==> src/rtl/heading_pkg.sv <==
`default_nettype none
// ============================================================================
// Module      : heading_pkg
// Description : Shared types, constants and frame-byte helper for heading_tx.
// Revision    : 1.0 - initial release
// ============================================================================
package heading_pkg;

    localparam logic [7:0] SYNC_BYTE   = 8'hA5;
    localparam int         FRAME_BYTES = 4;

    typedef logic [2:0] heading_t;

    typedef enum logic [1:0] {
        IDLE  = 2'd0,
        START = 2'd1,
        DATA  = 2'd2,
        STOP  = 2'd3
    } tx_state_t;

    // Frame layout: SYNC, packed heading[1:0], heading[2], XOR checksum.
    function automatic logic [7:0] frame_byte(
        input logic [1:0] idx,
        input heading_t   h0,
        input heading_t   h1,
        input heading_t   h2
    );
        logic [7:0] w_b1;
        logic [7:0] w_b2;
        logic [7:0] w_byte;
        w_b1 = {2'b00, h1, h0};
        w_b2 = {5'b00000, h2};
        case (idx)
            2'd0:    w_byte = SYNC_BYTE;
            2'd1:    w_byte = w_b1;
            2'd2:    w_byte = w_b2;
            default: w_byte = SYNC_BYTE ^ w_b1 ^ w_b2;
        endcase
        return w_byte;
    endfunction

endpackage
`default_nettype wire

==> src/rtl/heading_tx_byte_serializer.sv <==
`default_nettype none
// ============================================================================
// Module      : byte_serializer
// Description : Start/data/stop bit shifter with a byte-done strobe that
//               marks the final cycle of each stop bit.
// Revision    : 1.0 - initial release
// ============================================================================
module byte_serializer
    import heading_pkg::*;
#(
    parameter int CLKS_PER_BIT = 8
) (
    input  logic       clk,
    input  logic       rst_n,
    input  logic       load,
    input  logic [7:0] data,
    output logic       tx,
    output logic       byte_done,
    output tx_state_t  state
);

    localparam int CNT_W = $clog2(CLKS_PER_BIT);
    localparam logic [CNT_W-1:0] c_bit_last = CNT_W'(CLKS_PER_BIT - 1);
    localparam logic [CNT_W-1:0] c_stop_pre = CNT_W'(CLKS_PER_BIT - 2);

    tx_state_t        r_state;
    logic [CNT_W-1:0] r_bit_cnt;
    logic [2:0]       r_bit_idx;
    logic [7:0]       r_shift;
    logic             r_tx;
    logic             r_byte_done;

    always_ff @(posedge clk) begin
        if (!rst_n) begin
            r_state     <= IDLE;
            r_bit_cnt   <= '0;
            r_bit_idx   <= '0;
            r_shift     <= '0;
            r_tx        <= 1'b1;
            r_byte_done <= 1'b0;
        end else begin
            r_byte_done <= 1'b0;
            case (r_state)
                IDLE: begin
                    r_tx <= 1'b1;
                    if (load) begin
                        r_state   <= START;
                        r_bit_cnt <= '0;
                        r_shift   <= data;
                        r_tx      <= 1'b0;
                    end
                end

                START: begin
                    if (r_bit_cnt == c_bit_last) begin
                        r_bit_cnt <= '0;
                        r_state   <= DATA;
                        r_tx      <= r_shift[0];
                    end else begin
                        r_bit_cnt <= r_bit_cnt + CNT_W'(1);
                    end
                end

                DATA: begin
                    if (r_bit_cnt == c_bit_last) begin
                        r_bit_cnt <= '0;
                        if (r_bit_idx == 3'd7) begin
                            r_bit_idx <= '0;
                            r_state   <= STOP;
                            r_tx      <= 1'b1;
                        end else begin
                            // LSB goes first, so the next bit sits at [1].
                            r_bit_idx <= r_bit_idx + 3'd1;
                            r_shift   <= r_shift >> 1;
                            r_tx      <= r_shift[1];
                        end
                    end else begin
                        r_bit_cnt <= r_bit_cnt + CNT_W'(1);
                    end
                end

                STOP: begin
                    if (r_bit_cnt == c_bit_last) begin
                        r_bit_cnt <= '0;
                        // A load here chains the next byte with no idle gap.
                        if (load) begin
                            r_state <= START;
                            r_shift <= data;
                            r_tx    <= 1'b0;
                        end else begin
                            r_state <= IDLE;
                            r_tx    <= 1'b1;
                        end
                    end else begin
                        r_bit_cnt <= r_bit_cnt + CNT_W'(1);
                        if (r_bit_cnt == c_stop_pre) begin
                            r_byte_done <= 1'b1;
                        end
                    end
                end

                default: begin
                    r_state <= IDLE;
                    r_tx    <= 1'b1;
                end
            endcase
        end
    end

    assign tx        = r_tx;
    assign byte_done = r_byte_done;
    assign state     = r_state;

endmodule
`default_nettype wire

==> src/rtl/heading_tx.sv <==
`default_nettype none
// ============================================================================
// Module      : heading_tx
// Description : Frame sequencer that latches a heading vector and sends it
//               as a 4-byte serial telemetry frame (SYNC, B1, B2, CHK).
// Revision    : 1.0 - initial release
// ============================================================================
module heading_tx
    import heading_pkg::*;
#(
    parameter int CLKS_PER_BIT = 8
) (
    input  logic     clk,
    input  logic     rst_n,
    input  heading_t heading [3],
    input  logic     heading_valid,
    output logic     heading_ready,
    output logic     tx_serial,
    output logic     tx_busy,
    output logic     frame_done
);

    tx_state_t  w_ser_state;
    logic       w_byte_done;
    logic       w_accept;
    logic       w_last_byte;
    logic       w_load;
    logic [1:0] w_next_idx;
    logic [7:0] w_load_byte;
    logic [1:0] r_byte_idx;
    heading_t   r_heading [3];

    assign heading_ready = rst_n && (w_ser_state == IDLE);
    assign w_accept      = heading_valid && heading_ready;
    assign w_last_byte   = (r_byte_idx == 2'(FRAME_BYTES - 1));

    // Byte 0 is the constant SYNC, so the same-edge latch is never needed.
    assign w_next_idx  = w_accept ? 2'd0 : (r_byte_idx + 2'd1);
    assign w_load      = w_accept || (w_byte_done && !w_last_byte);
    assign w_load_byte = frame_byte(w_next_idx, r_heading[0], r_heading[1], r_heading[2]);

    assign tx_busy    = (w_ser_state != IDLE);
    assign frame_done = w_byte_done && w_last_byte;

    always_ff @(posedge clk) begin
        if (!rst_n) begin
            r_byte_idx <= '0;
            r_heading  <= '{default: '0};
        end else begin
            if (w_accept) begin
                r_heading  <= heading;
                r_byte_idx <= '0;
            end else if (w_byte_done) begin
                r_byte_idx <= r_byte_idx + 2'd1;
            end
        end
    end

    byte_serializer #(
        .CLKS_PER_BIT (CLKS_PER_BIT)
    ) u_byte_serializer (
        .clk       (clk),
        .rst_n     (rst_n),
        .load      (w_load),
        .data      (w_load_byte),
        .tx        (tx_serial),
        .byte_done (w_byte_done),
        .state     (w_ser_state)
    );

endmodule
`default_nettype wire

==> config.mk <==
export PLATFORM = sky130hd
export DESIGN_NAME = heading_tx
export DESIGN_NICKNAME = d
export VERILOG_FILES = /design/src/rtl/heading_pkg.sv /design/src/rtl/heading_tx_byte_serializer.sv /design/src/rtl/heading_tx.sv
export SDC_FILE = /design/constraint.sdc
export NUM_CORES = 1
export LEC_CHECK = 0
export ABC_AREA = 1
export BUFFER_PORTS_ARGS = -buffer_cell sky130_fd_sc_hd__buf_2
export CORE_ASPECT_RATIO = 2
export CORE_UTILIZATION = 55
export DETAILED_ROUTE_END_ITERATION = 16
export PLACE_DENSITY = 0.75
export SLEW_MARGIN = 20
export SYNTH_ARGS = -nofsm -noshare
export SYNTH_HDL_FRONTEND = slang
export SYNTH_HIERARCHICAL = 1
export SYNTH_SLANG_ARGS = --single-unit
==> constraint.sdc <==
create_clock -name clk -period 1.99 [get_ports clk]
set_input_delay 0.2985 -clock clk [delete_from_list [all_inputs] [get_ports clk]]
set_output_delay 0.2985 -clock clk [all_outputs]
set_load 0.01 [all_outputs]
==> results of run 1 <==
## critical path, cell delays in order, from the launching register on
cell and delay [ns]:
sky130_fd_sc_hd__dfxtp_2 0.34, sky130_fd_sc_hd__ha_1 0.29, sky130_fd_sc_hd__nand2_1 0.09, sky130_fd_sc_hd__inv_1 0.09, sky130_fd_sc_hd__ha_2 0.24, sky130_fd_sc_hd__nand2_1 0.07, sky130_fd_sc_hd__a21oi_1 0.15, sky130_fd_sc_hd__a21oi_1 0.06
sky130_fd_sc_hd__nand2_1 0.06, sky130_fd_sc_hd__o21ai_0 0.07, sky130_fd_sc_hd__nor2_1 0.12, sky130_fd_sc_hd__nor2_1 0.06
## cells by family after synthesis
family / after synthesis / share of synthesized area, %
AO/OA/AOI/OAI: 40 / 12.1
flip-flops: 29 / 34.3
adder cells (fa/ha/maj): 17 / 12.6
buffers and inverters: 43 / 10.4
AND/OR/NAND/NOR: 114 / 30.3
other: 1 / 0.222
## power groups by stage
stage / clock [W] / sequential (W) / combinational [W]
floorplan: 0 / 0.000808 / 0.000825
global placement: 0 / 0.000821 / 0.00104
detailed placement: 0 / 0.000825 / 0.00105
CTS: 0.000545 / 0.000813 / 0.00106
global route: 0.000568 / 0.000840 / 0.00124
finish: 0.000534 / 0.000817 / 0.00105
## synthesized netlist by cell type
| cell type | n | area [sq um] |
|---|---|---|
| sky130_fd_sc_hd__ha_1 | 17 | 213 |
| sky130_fd_sc_hd__nand3_2 | 1 | 10.0 |
| sky130_fd_sc_hd__nand4_1 | 9 | 56.3 |
| sky130_fd_sc_hd__dfxtp_1 | 29 | 581 |
| sky130_fd_sc_hd__o21ai_0 | 20 | 100 |
| sky130_fd_sc_hd__a22oi_1 | 1 | 7.51 |
| sky130_fd_sc_hd__nor2_4 | 2 | 22.5 |
| sky130_fd_sc_hd__conb_1 | 1 | 3.75 |
| sky130_fd_sc_hd__nand3_1 | 9 | 45.0 |
| sky130_fd_sc_hd__nand2_1 | 56 | 210 |
| sky130_fd_sc_hd__inv_2 | 2 | 7.51 |
| sky130_fd_sc_hd__and2_1 | 1 | 6.26 |
| sky130_fd_sc_hd__nor2_1 | 31 | 116 |
| sky130_fd_sc_hd__buf_4 | 1 | 7.51 |
| sky130_fd_sc_hd__nor3_1 | 1 | 5.00 |
| sky130_fd_sc_hd__a211oi_1 | 1 | 7.51 |
| sky130_fd_sc_hd__nand3_4 | 1 | 17.5 |
| sky130_fd_sc_hd__inv_1 | 36 | 135 |
| sky130_fd_sc_hd__a21oi_1 | 14 | 70.1 |
| sky130_fd_sc_hd__buf_2 | 3 | 15.0 |
| sky130_fd_sc_hd__o21ai_1 | 4 | 20.0 |
| sky130_fd_sc_hd__nand2_2 | 1 | 6.26 |
| sky130_fd_sc_hd__or2_2 | 1 | 6.26 |
| sky130_fd_sc_hd__nand2_4 | 1 | 11.3 |
| sky130_fd_sc_hd__buf_6 | 1 | 11.3 |
## metal layers
metal / up-vias / GRT usage [%] / part of all wire (%)
met5: - / 0 / 0
met4: 0 / 11.6 / 2.8
met3: 10 / 5.80 / 2.2
met2: 19 / 48.9 / 56
met1: 686 / 22.0 / 39
li1: 813 / - / -
## flip-flops by register name, indices dropped and copies added (netlist names)
name	cells
u_byte_serializer/tx	1
u_byte_serializer/state	2
u_byte_serializer/r_shift	8
r_byte_idx	2
r_heading	9
u_byte_serializer/r_bit_idx	3
u_byte_serializer/r_bit_cnt	3
u_byte_serializer/byte_done	1
## worst max-delay path by stage
stage                              endpoint                       start  slack (ns)  cells past startpoint
2_1_floorplan  u_byte_serializer/r_shift[5]  u_byte_serializer/state[1]        0.25                     11
3_3_place_gp   u_byte_serializer/r_shift[7]  u_byte_serializer/state[0]        0.16                      6
3_5_place_dp   u_byte_serializer/r_shift[7]  u_byte_serializer/state[0]        0.13                      6
4_1_cts        u_byte_serializer/r_shift[7]  u_byte_serializer/state[0]         0.1                      6
5_1_grt        u_byte_serializer/r_shift[1]  u_byte_serializer/state[0]        0.02                     13
6_report       u_byte_serializer/r_shift[0]               r_byte_idx[0]        0.23                     11
## final cells by class
type	count	area (sq um)
tap	30	37.5
fill	289	1020
clock inverter	1	5.00
timing repair buffer	20	113
clock buffer	7	96.3
multi-input combinational	172	940
sequential	29	584
inverter	38	143
## per-stage QoR
stage	instances	util (%)	instance area, sq um	power (W)
floorplan	244	-	1690	0.00163
global placement	289	61.4	1810	0.00186
detailed placement	289	61.4	1810	0.00188
CTS	297	64.9	1910	0.00242
global route	297	65.2	1920	0.00265
finish	297	65.2	1920	0.00240
==> impl_metrics.prom, run 1 <==
# TYPE chip_impl_metric gauge
chip_impl_metric{name="max_root_sink_buffers",unit=""} 2
chip_impl_metric{name="detail_route.wl_per_cell",unit="um"} 11.7
chip_impl_info{name="worst_setup_path_start_kind",value="flop"} 1
chip_impl_metric{name="row_count",unit=""} 28
chip_impl_info{name="outcome",value="finished clean"} 1
chip_impl_metric{name="finalSetupViolCount",unit=""} 0
chip_impl_metric{name="clkLatencyLatePin",unit="ns"} 0.28
chip_impl_metric{name="drt-total-wl",unit="um"} 3490
chip_impl_metric{name="swShare",unit="%"} 40.7
chip_impl_metric{name="buffers_inserted_by_post_cts_timing_repair",unit=""} 0
chip_impl_info{name="layout.cells.most_common_list",value="56 x sky130_fd_sc_hd__nand2_1, 36 x sky130_fd_sc_hd__inv_1, 30 x sky130_fd_sc_hd__nor2_1"} 1
chip_impl_info{name="mostFrequentLayoutCell",value="sky130_fd_sc_hd__nand2_1"} 1
chip_impl_metric{name="track_usage",unit="%"} 25.7
chip_impl_metric{name="fin_max_slew_vios",unit=""} 0
chip_impl_metric{name="clock_power_share",unit="%"} 22.2
chip_impl_info{name="hold_path.startpoint",value="heading[5]"} 1
chip_impl_metric{name="mappedNetlistArea",unit="sq um"} 1690
chip_impl_metric{name="cap_viol_max_count",unit=""} 0
chip_impl_info{name="clock_root_buffer",value="sky130_fd_sc_hd__clkbuf_8"} 1
chip_impl_metric{name="core_area",unit="sq um"} 2940
chip_impl_metric{name="clock_sink_count",unit=""} 29
chip_impl_metric{name="via_count",unit=""} 1528
chip_impl_info{name="timing.rr.start",value="r_byte_idx[0]"} 1
chip_impl_metric{name="max_freq",unit="MHz"} 569
chip_impl_metric{name="yosysWarnings",unit=""} 6
chip_impl_metric{name="syn2layout_area_growth",unit="%"} 13.4
chip_impl_metric{name="period_share",unit="%"} 88.3
chip_impl_metric{name="postRouteAntennaNets",unit=""} 0
chip_impl_metric{name="design.die.area",unit="sq um"} 3310
chip_impl_metric{name="synth_area_per_cell",unit="sq um"} 6.93
chip_impl_metric{name="remaining_drc_errors",unit=""} 0
chip_impl_metric{name="dp.final_hpwl",unit="um"} 2720
chip_impl_metric{name="setup_total_negative_slack",unit="ns"} 0
chip_impl_info{name="hold_crit_class",value="in -> reg"} 1
chip_impl_metric{name="floorplan.io_pins",unit=""} 16
chip_impl_metric{name="cts.htree.levels",unit=""} 2
chip_impl_metric{name="grt_first_pass_wirelength",unit="um"} 5820
chip_impl_info{name="holdPathEnd",value="r_heading[5]"} 1
chip_impl_metric{name="nets",unit=""} 295
chip_impl_metric{name="antenna_cells_inserted",unit=""} 0
chip_impl_metric{name="globalRoute.totalOverflow",unit=""} 0
chip_impl_metric{name="power_frac_comb",unit="%"} 43.8
chip_impl_metric{name="synth_cell_type_count",unit=""} 25
chip_impl_metric{name="die_w",unit="um"} 41.2
chip_impl_metric{name="report.final.hold_viol_count",unit=""} 0
chip_impl_metric{name="hold_slack",unit="ns"} 0.246
chip_impl_metric{name="first_pass_detailed_route_iteration_total",unit=""} 4
chip_impl_metric{name="r2r_slack",unit="ns"} 0.23
chip_impl_metric{name="vias_per_cell",unit=""} 5.14
chip_impl_metric{name="arrival",unit="ns"} 1.93
chip_impl_metric{name="mappedNetlistNets",unit=""} 273
chip_impl_info{name="crit_path_end_kind",value="flop"} 1
chip_impl_metric{name="final_period_minus_worst_setup_slack",unit="ns"} 1.76
chip_impl_metric{name="pwr-share-seq",unit="%"} 34.0
chip_impl_metric{name="number_of_global_route_vias_before_repair",unit=""} 1507
chip_impl_metric{name="dpl_worst_slack",unit="ns"} 0.129
chip_impl_metric{name="leakage",unit="nW"} 0.953
chip_impl_metric{name="power_report.internal_total",unit="W"} 0.00143
chip_impl_metric{name="hold_depth",unit=""} 3
chip_impl_metric{name="yosysSeqAreaShare",unit="%"} 34.3
chip_impl_info{name="grt_setup_unrepaired",value="no"} 1
chip_impl_metric{name="cts.repair.resized",unit=""} 0
chip_impl_metric{name="netlist_instances",unit=""} 244
chip_impl_metric{name="drt_first_iter_violations",unit=""} 23
chip_impl_metric{name="critPathRequiredTime",unit="ns"} 2.17
chip_impl_metric{name="hold_fix_buffers_cts",unit=""} 0
chip_impl_metric{name="floorplan.initialDensity",unit="%"} 57.5
chip_impl_info{name="rr_endpoint",value="u_byte_serializer/r_shift[0]"} 1
chip_impl_metric{name="cts_made_buffers",unit=""} 5
chip_impl_metric{name="ir_drop",unit="mV"} 0.681
chip_impl_metric{name="synth-seq-cells",unit=""} 29
chip_impl_metric{name="final_weighted_congestion_of_routability_driven_global_placement",unit=""} 0.823
chip_impl_metric{name="die_y",unit="um"} 80.4
chip_impl_metric{name="worst_clk_skew",unit="ns"} 0.00548
chip_impl_info{name="cts_tree",value="done"} 1
chip_impl_metric{name="antenna_found_initial",unit=""} 0
chip_impl_metric{name="post_route_cells_drive_above_1_share",unit="%"} 15.7
chip_impl_info{name="criticalPathCategory",value="reg -> reg"} 1
chip_impl_metric{name="pwr_density_cell",unit="nW/um^2"} 1250
chip_impl_metric{name="setup_slack",unit="ns"} 0.233
chip_impl_metric{name="r2r_cells",unit=""} 11
chip_impl_metric{name="port-buffer-count",unit=""} 15
chip_impl_metric{name="net-switching-power",unit="W"} 0.000979
chip_impl_metric{name="worst-path-max-fanout",unit=""} 6
chip_impl_metric{name="grt_max_degree",unit=""} 28
chip_impl_metric{name="clkTransAtPathRegs",unit="ns"} 0.06
Note: power is estimated with default switching activity, not from simulation.
==> inputs of run 2 (changes only) <==
- CORE_ASPECT_RATIO: 2 -> 1.75
- CORE_UTILIZATION: 55 -> 58
- PLACE_DENSITY: 0.75 -> 0.78
==> run 2 against run 1 <==
Compared with the run above:
- critical endpoint unchanged
- non-clock buffer count up 1
- first-iteration DRC count increased by 22%
- core utilization grew 4.8 points
- largest power group unchanged
- count of clock-buffer cells in the layout shrank 2
- highest routed layer unchanged
- fmax is 3.1% lower
- via count shrank 0.92%
- clock power decreased by 12%
- sequential share of layout area is 0.17 points higher
==> impl_metrics.prom, run 2 (synthesis gave the netlist of run 1 again) <==
# TYPE chip_impl_metric gauge
chip_impl_metric{name="pwr_density_cell",unit="nW/um^2"} 1240
chip_impl_metric{name="core_area",unit="sq um"} 2720
chip_impl_metric{name="multi_input_comb_area",unit="sq um"} 937
chip_impl_info{name="worst_setup_path_start_kind",value="flop"} 1
chip_impl_metric{name="cap_viol_max_count",unit=""} 0
chip_impl_metric{name="setup_total_negative_slack",unit="ns"} 0
chip_impl_info{name="largest-register",value="r_heading"} 1
chip_impl_info{name="hold_path.startpoint",value="heading[5]"} 1
chip_impl_metric{name="worst-path-max-fanout",unit=""} 6
chip_impl_info{name="cp_top_family",value="adder cells"} 1
chip_impl_metric{name="clock_sink_count",unit=""} 29
chip_impl_info{name="critPathSlowestCell",value="sky130_fd_sc_hd__dfxtp_1"} 1
chip_impl_metric{name="port-buffer-count",unit=""} 15
chip_impl_metric{name="ir_drop",unit="mV"} 0.856
chip_impl_metric{name="max_root_sink_buffers",unit=""} 2
chip_impl_metric{name="post_route_cells_drive_above_1_share",unit="%"} 15.3
chip_impl_metric{name="drt-total-wl",unit="um"} 3520
chip_impl_info{name="cts_tree",value="done"} 1
chip_impl_metric{name="clkTransAtPathRegs",unit="ns"} 0.06
chip_impl_metric{name="detail_route.wl_per_cell",unit="um"} 11.9
chip_impl_metric{name="nets",unit=""} 296
chip_impl_metric{name="antenna_found_initial",unit=""} 0
chip_impl_metric{name="dpl_cell_area",unit="sq um"} 1810
chip_impl_metric{name="globalRoute.totalOverflow",unit=""} 0
chip_impl_metric{name="finalSetupViolCount",unit=""} 0
chip_impl_metric{name="track_usage",unit="%"} 25.3
chip_impl_metric{name="utilization",unit="%"} 69.9
chip_impl_metric{name="max_ffs_per_register",unit=""} 9
chip_impl_info{name="holdPathEnd",value="r_heading[5]"} 1
chip_impl_info{name="path_common_cell",value="sky130_fd_sc_hd__nand2_1"} 1
chip_impl_metric{name="period_share",unit="%"} 91.1
chip_impl_metric{name="die_w",unit="um"} 42.8
chip_impl_metric{name="row_count",unit=""} 25
chip_impl_metric{name="final_weighted_congestion_of_routability_driven_global_placement",unit=""} 0.823
chip_impl_metric{name="leakage",unit="nW"} 0.948
chip_impl_info{name="reg_top3",value="r_heading: 9 flops, u_byte_serializer/r_shift: 8 flops"} 1
chip_impl_info{name="crit_path_cell_trace",value="ha_1, nand2_1, inv_1, ha_1, nand2_1, a21oi_1, a21oi_1, nand2_1, o21ai_0, nor2_1, nor2_1"} 1
chip_impl_metric{name="cpPeakStageDelay",unit="ns"} 0.35
chip_impl_info{name="grt_setup_unrepaired",value="no"} 1
chip_impl_metric{name="fin_max_slew_vios",unit=""} 0
chip_impl_metric{name="r2r_cells",unit=""} 11
chip_impl_metric{name="num-fill-cells",unit=""} 254
chip_impl_metric{name="grt_first_pass_wirelength",unit="um"} 5980
chip_impl_info{name="criticalPathCategory",value="reg -> reg"} 1
chip_impl_metric{name="buffers_inserted_by_post_cts_timing_repair",unit=""} 0
chip_impl_metric{name="sum_of_buffers_and_inverters_on_the_critical_path",unit=""} 1
chip_impl_metric{name="syn2layout_area_growth",unit="%"} 12.5
chip_impl_metric{name="first_pass_detailed_route_iteration_total",unit=""} 4
chip_impl_metric{name="placed_cells",unit=""} 287
chip_impl_metric{name="vias_per_cell",unit=""} 5.13
chip_impl_info{name="clock_root_buffer",value="sky130_fd_sc_hd__clkbuf_8"} 1
chip_impl_metric{name="worst_clk_skew",unit="ns"} 0.00531
chip_impl_metric{name="cts.htree.levels",unit=""} 2
chip_impl_metric{name="arrival",unit="ns"} 1.99
chip_impl_metric{name="hold_depth",unit=""} 3
chip_impl_metric{name="floorplan.initialDensity",unit="%"} 62.2
chip_impl_metric{name="hold_slack",unit="ns"} 0.249
chip_impl_info{name="crit_path_end_kind",value="flop"} 1
chip_impl_info{name="rr_endpoint",value="u_byte_serializer/r_shift[0]"} 1
chip_impl_metric{name="number_of_global_route_vias_before_repair",unit=""} 1469
chip_impl_metric{name="postRouteAntennaNets",unit=""} 0
chip_impl_metric{name="stdcell_area",unit="sq um"} 1900
chip_impl_metric{name="r2r_slack",unit="ns"} 0.18
chip_impl_metric{name="drt_first_iter_violations",unit=""} 28
chip_impl_metric{name="final_non_filler_cell_total",unit=""} 295
chip_impl_info{name="layout.cells.most_common_list",value="56 x sky130_fd_sc_hd__nand2_1, 36 x sky130_fd_sc_hd__inv_1, 30 x sky130_fd_sc_hd__nor2_1"} 1
chip_impl_metric{name="critPathRequiredTime",unit="ns"} 2.16
chip_impl_metric{name="clkLatencyLatePin",unit="ns"} 0.28
chip_impl_metric{name="die_y",unit="um"} 73.4
chip_impl_metric{name="layout.area.seq",unit="sq um"} 583
chip_impl_info{name="hold_crit_class",value="in -> reg"} 1
chip_impl_metric{name="antenna_cells_inserted",unit=""} 0
chip_impl_metric{name="grt_max_degree",unit=""} 28
chip_impl_metric{name="timing.critical_path.depth",unit=""} 11
chip_impl_info{name="timing.rr.start",value="r_byte_idx[0]"} 1
chip_impl_metric{name="dp.final_hpwl",unit="um"} 2680
chip_impl_metric{name="via_count",unit=""} 1514
chip_impl_metric{name="design.die.area",unit="sq um"} 3150
chip_impl_metric{name="cts_made_buffers",unit=""} 5
chip_impl_metric{name="report.final.hold_viol_count",unit=""} 0
chip_impl_info{name="outcome",value="finished clean"} 1
chip_impl_metric{name="remaining_drc_errors",unit=""} 0
chip_impl_metric{name="floorplan.io_pins",unit=""} 16
chip_impl_metric{name="final_period_minus_worst_setup_slack",unit="ns"} 1.81
chip_impl_info{name="mostFrequentLayoutCell",value="sky130_fd_sc_hd__nand2_1"} 1
chip_impl_metric{name="max_freq",unit="MHz"} 552
## run 2: changes by cell type in the layout (fill, tap and decap cells not counted), sizes merged
cell	previous run	this run
clkinv	1	2
clkinvlp	0	1
buf	20	21
clkbuf	7	5
## run 2: layer usage
metal	track usage (%)	vias up	part of all wire [%]
met5	0	-	0
met3	4.42	4	1.3
met4	9.38	0	1.5
met2	51.7	9	58
li1	-	817	-
met1	23.3	684	40
## run 2: cell type report
type                    count  area share [%]
well taps                  27            1.78
inverters                  38            7.50
repair buffers             21            6.31
flip-flops and latches     29            30.6
clock inverters             3           0.920
multi-input cells         172            49.2
clock buffers               5            3.62
## run 2: repair_timing
action / CTS / global route
hold buffers: 0 / 0
resized for setup: 0 / 3
setup endpoints to repair: 0 / 4
## run 2: where the power goes
| part | switching (W) | leakage (nW) | internal (W) | total, W |
|---|---|---|---|---|
| Sequential | 0.0000940 | 0.238 | 0.000723 | 0.000817 |
| Clock | 0.000232 | 0.0439 | 0.000241 | 0.000472 |
| Combinational | 0.000672 | 0.666 | 0.000399 | 0.00107 |
## run 2: worst max path at each step
| stage | from | to | slack [ns] |
|---|---|---|---|
| after floorplan | u_byte_serializer/state[1] | u_byte_serializer/r_shift[5] | 0.25 |
| after global placement | u_byte_serializer/state[1] | u_byte_serializer/r_shift[0] | 0.16 |
| after detailed placement | u_byte_serializer/state[1] | u_byte_serializer/r_shift[0] | 0.15 |
| after CTS | u_byte_serializer/state[1] | u_byte_serializer/r_shift[5] | 0.12 |
| after global routing | r_byte_idx[0] | u_byte_serializer/r_shift[0] | 0.02 |
| final | r_byte_idx[0] | u_byte_serializer/r_shift[0] | 0.18 |
## run 2: worst reg2reg max path: stages (launching register included)
cell and delay (ns):
sky130_fd_sc_hd__dfxtp_1 0.35, sky130_fd_sc_hd__ha_1 0.31, sky130_fd_sc_hd__nand2_1 0.09, sky130_fd_sc_hd__inv_1 0.09
sky130_fd_sc_hd__ha_1 0.28, sky130_fd_sc_hd__nand2_1 0.08, sky130_fd_sc_hd__a21oi_1 0.14, sky130_fd_sc_hd__a21oi_1 0.05
sky130_fd_sc_hd__nand2_1 0.06, sky130_fd_sc_hd__o21ai_0 0.07, sky130_fd_sc_hd__nor2_1 0.12, sky130_fd_sc_hd__nor2_1 0.06
## run 2: stage by stage
stage                     power, W  setup WS, ns
final                      0.00236         0.177
after global routing       0.00256        0.0156
after CTS                  0.00237         0.121
after detailed placement   0.00189         0.152
after global placement     0.00186         0.157
after floorplan            0.00163         0.246
==> inputs of run 3 (changes only) <==
- CORE_UTILIZATION: 58 -> 30
- GPL_ROUTABILITY_DRIVEN: unset -> 0
- PLACE_DENSITY: 0.78 -> unset
==> run 3 against run 2 <==
Compared with the run above:
- global-route usage decreased by 11 points
- sequential share of layout area is 1.1 points lower
- flip-flop and latch count did not move
- worst hold slack improved by 0.0049 ns
- non-clock buffer count fell by 1
- die area is 89% higher
- register-to-register slack is essentially flat
- critical endpoint unchanged
==> impl_metrics.prom, run 3 (synthesis gave the netlist of run 1 again) <==
# TYPE chip_impl_metric gauge
chip_impl_metric{name="arrival",unit="ns"} 1.97
chip_impl_metric{name="cap_viol_max_count",unit=""} 0
chip_impl_metric{name="hold_fix_buffers_cts",unit=""} 0
chip_impl_info{name="reg_top3",value="r_heading: 9 flops, u_byte_serializer/r_shift: 8 flops"} 1
chip_impl_metric{name="worst_clk_skew",unit="ns"} 0.00386
chip_impl_metric{name="row_count",unit=""} 35
chip_impl_info{name="hold_crit_class",value="in -> reg"} 1
chip_impl_metric{name="syn2layout_area_growth",unit="%"} 16.6
chip_impl_metric{name="setup_total_negative_slack",unit="ns"} 0
chip_impl_metric{name="grt_max_degree",unit=""} 28
chip_impl_metric{name="port-buffer-count",unit=""} 15
chip_impl_metric{name="detail_route.wl_per_cell",unit="um"} 10.5
chip_impl_metric{name="first_pass_detailed_route_iteration_total",unit=""} 4
chip_impl_metric{name="finalSetupViolCount",unit=""} 0
chip_impl_metric{name="stdcell_area",unit="sq um"} 1970
chip_impl_metric{name="track_usage",unit="%"} 14.2
chip_impl_metric{name="power_report.internal_total",unit="W"} 0.00143
chip_impl_metric{name="floorplan.initialDensity",unit="%"} 31.7
chip_impl_metric{name="leakage",unit="nW"} 0.954
chip_impl_info{name="criticalPathCategory",value="reg -> reg"} 1
chip_impl_metric{name="net-switching-power",unit="W"} 0.000982
chip_impl_metric{name="drt-total-wl",unit="um"} 3590
chip_impl_metric{name="dp.final_hpwl",unit="um"} 2790
chip_impl_info{name="clock_root_buffer",value="sky130_fd_sc_hd__clkbuf_8"} 1
chip_impl_metric{name="floorplan.io_pins",unit=""} 16
chip_impl_metric{name="die_w",unit="um"} 58.8
chip_impl_metric{name="worst-path-max-fanout",unit=""} 6
chip_impl_metric{name="nets",unit=""} 295
chip_impl_metric{name="grt_first_pass_wirelength",unit="um"} 6380
chip_impl_info{name="cts_tree",value="done"} 1
chip_impl_metric{name="die_y",unit="um"} 101
chip_impl_metric{name="post_route_cells_drive_above_1_share",unit="%"} 15.4
chip_impl_metric{name="vias_per_cell",unit=""} 4.45
chip_impl_metric{name="pwr-share-seq",unit="%"} 33.8
chip_impl_metric{name="pwr_density_cell",unit="nW/um^2"} 1220
chip_impl_metric{name="report.final.hold_viol_count",unit=""} 0
chip_impl_metric{name="cts.htree.levels",unit=""} 2
chip_impl_metric{name="max_ffs_per_register",unit=""} 9
chip_impl_metric{name="globalRoute.totalOverflow",unit=""} 0
chip_impl_metric{name="cts_made_buffers",unit=""} 5
chip_impl_metric{name="final_period_minus_worst_setup_slack",unit="ns"} 1.80
chip_impl_info{name="largest-register",value="r_heading"} 1
chip_impl_metric{name="clkLatencyLatePin",unit="ns"} 0.28
chip_impl_info{name="outcome",value="finished clean"} 1
chip_impl_metric{name="via_count",unit=""} 1518
chip_impl_metric{name="num-fill-cells",unit=""} 627
chip_impl_metric{name="fin_max_slew_vios",unit=""} 0
chip_impl_metric{name="clock_power_share",unit="%"} 22.2
chip_impl_metric{name="antenna_cells_inserted",unit=""} 0
chip_impl_metric{name="antenna_found_initial",unit=""} 0
chip_impl_metric{name="period_share",unit="%"} 90.5
chip_impl_metric{name="ir_drop",unit="mV"} 0.589
chip_impl_metric{name="critPathRequiredTime",unit="ns"} 2.16
chip_impl_metric{name="power_frac_comb",unit="%"} 44.0
chip_impl_metric{name="buffers_inserted_by_post_cts_timing_repair",unit=""} 0
chip_impl_info{name="grt_setup_unrepaired",value="yes"} 1
chip_impl_metric{name="max_root_sink_buffers",unit=""} 2
chip_impl_metric{name="final_non_filler_cell_total",unit=""} 341
chip_impl_metric{name="dpl_cell_area",unit="sq um"} 1860
chip_impl_metric{name="postRouteAntennaNets",unit=""} 0
chip_impl_info{name="layout.cells.most_common_list",value="55 x sky130_fd_sc_hd__nand2_1, 36 x sky130_fd_sc_hd__inv_1, 30 x sky130_fd_sc_hd__nor2_1"} 1
chip_impl_metric{name="max_freq",unit="MHz"} 555
chip_impl_metric{name="drt_first_iter_violations",unit=""} 14
chip_impl_info{name="crit_path_end_kind",value="flop"} 1
chip_impl_metric{name="placed_cells",unit=""} 333
chip_impl_info{name="mostFrequentLayoutCell",value="sky130_fd_sc_hd__nand2_1"} 1
chip_impl_metric{name="clkTransAtPathRegs",unit="ns"} 0.06
chip_impl_metric{name="clock_sink_count",unit=""} 29
chip_impl_metric{name="core_area",unit="sq um"} 5340
chip_impl_metric{name="hold_slack",unit="ns"} 0.254
chip_impl_metric{name="number_of_global_route_vias_before_repair",unit=""} 1598
chip_impl_metric{name="design.die.area",unit="sq um"} 5950
chip_impl_info{name="worst_setup_path_start_kind",value="flop"} 1
chip_impl_metric{name="swShare",unit="%"} 40.7
chip_impl_metric{name="remaining_drc_errors",unit=""} 0
[run 3: worst paths after layout]
path | start | end | slack [ns] | cells past startpoint
min reg2reg | r_byte_idx[1] | r_byte_idx[1] | 0.47 | 2
max reg2reg | r_byte_idx[0] | u_byte_serializer/r_shift[0] | 0.19 | 11
max | r_byte_idx[0] | u_byte_serializer/r_shift[0] | 0.19 | 11
min | heading[5] | r_heading[5] | 0.25 | 3
[run 3: cell type report]
cell class                      count  area, sq um  area share [%]
Clock buffer                        7         96.3            4.89
Clock inverter                      1         5.00           0.254
Inverter                           38          143            7.23
Multi-Input combinational cell    172          940            47.7
Sequential cell                    29          583            29.6
Tap cell                           74         92.6            4.70
Timing Repair Buffer               20          113            5.71
[run 3: worst max-delay path: stages, from the launching register on]
cell,delay (ns)
sky130_fd_sc_hd__dfxtp_1,0.35
sky130_fd_sc_hd__ha_1,0.32
sky130_fd_sc_hd__nand2_1,0.09
sky130_fd_sc_hd__inv_1,0.09
sky130_fd_sc_hd__ha_1,0.27
sky130_fd_sc_hd__nand2_1,0.08
sky130_fd_sc_hd__a21oi_1,0.14
sky130_fd_sc_hd__a21oi_1,0.07
sky130_fd_sc_hd__nand2_1,0.06
sky130_fd_sc_hd__o21ai_0,0.07
sky130_fd_sc_hd__nor2_1,0.10
sky130_fd_sc_hd__nor2_1,0.06
[run 3: routing by layer]
| layer | wire length, um | share of wire, % | track usage, % | up-vias |
|---|---|---|---|---|
| li1 | - | - | - | 812 |
| met1 | 1350 | 38 | 12.2 | 685 |
| met2 | 2040 | 57 | 28.5 | 12 |
| met3 | 72 | 2.0 | 2.43 | 9 |
| met4 | 125 | 3.5 | 8.42 | 0 |
| met5 | 0 | 0 | 0 | - |
[run 3: per-stage QoR]
step | setup WS (ns) | total power (W) | utilization [%]
3_5_place_dp | 0.129 | 0.00189 | 34.9
4_1_cts | 0.114 | 0.00244 | 36.8
2_1_floorplan | 0.246 | 0.00163 | -
3_3_place_gp | 0.162 | 0.00187 | 34.9
5_1_grt | -0.0125 | 0.00265 | 36.9
6_report | 0.190 | 0.00241 | 36.9
[run 3: what timing repair did]
action	in CTS	in global routing
setup endpoints to repair	0	4
resized for setup	0	5
hold endpoints to repair	0	0
[run 3: power by group through the flow]
| stage | Sequential, W | Clock [W] | Combinational [W] |
|---|---|---|---|
| 2_1_floorplan | 0.000808 | 0 | 0.000825 |
| 6_report | 0.000817 | 0.000535 | 0.00106 |
| 3_3_place_gp | 0.000821 | 0 | 0.00105 |
| 3_5_place_dp | 0.000826 | 0 | 0.00107 |
| 5_1_grt | 0.000834 | 0.000564 | 0.00125 |
| 4_1_cts | 0.000814 | 0.000550 | 0.00108 |
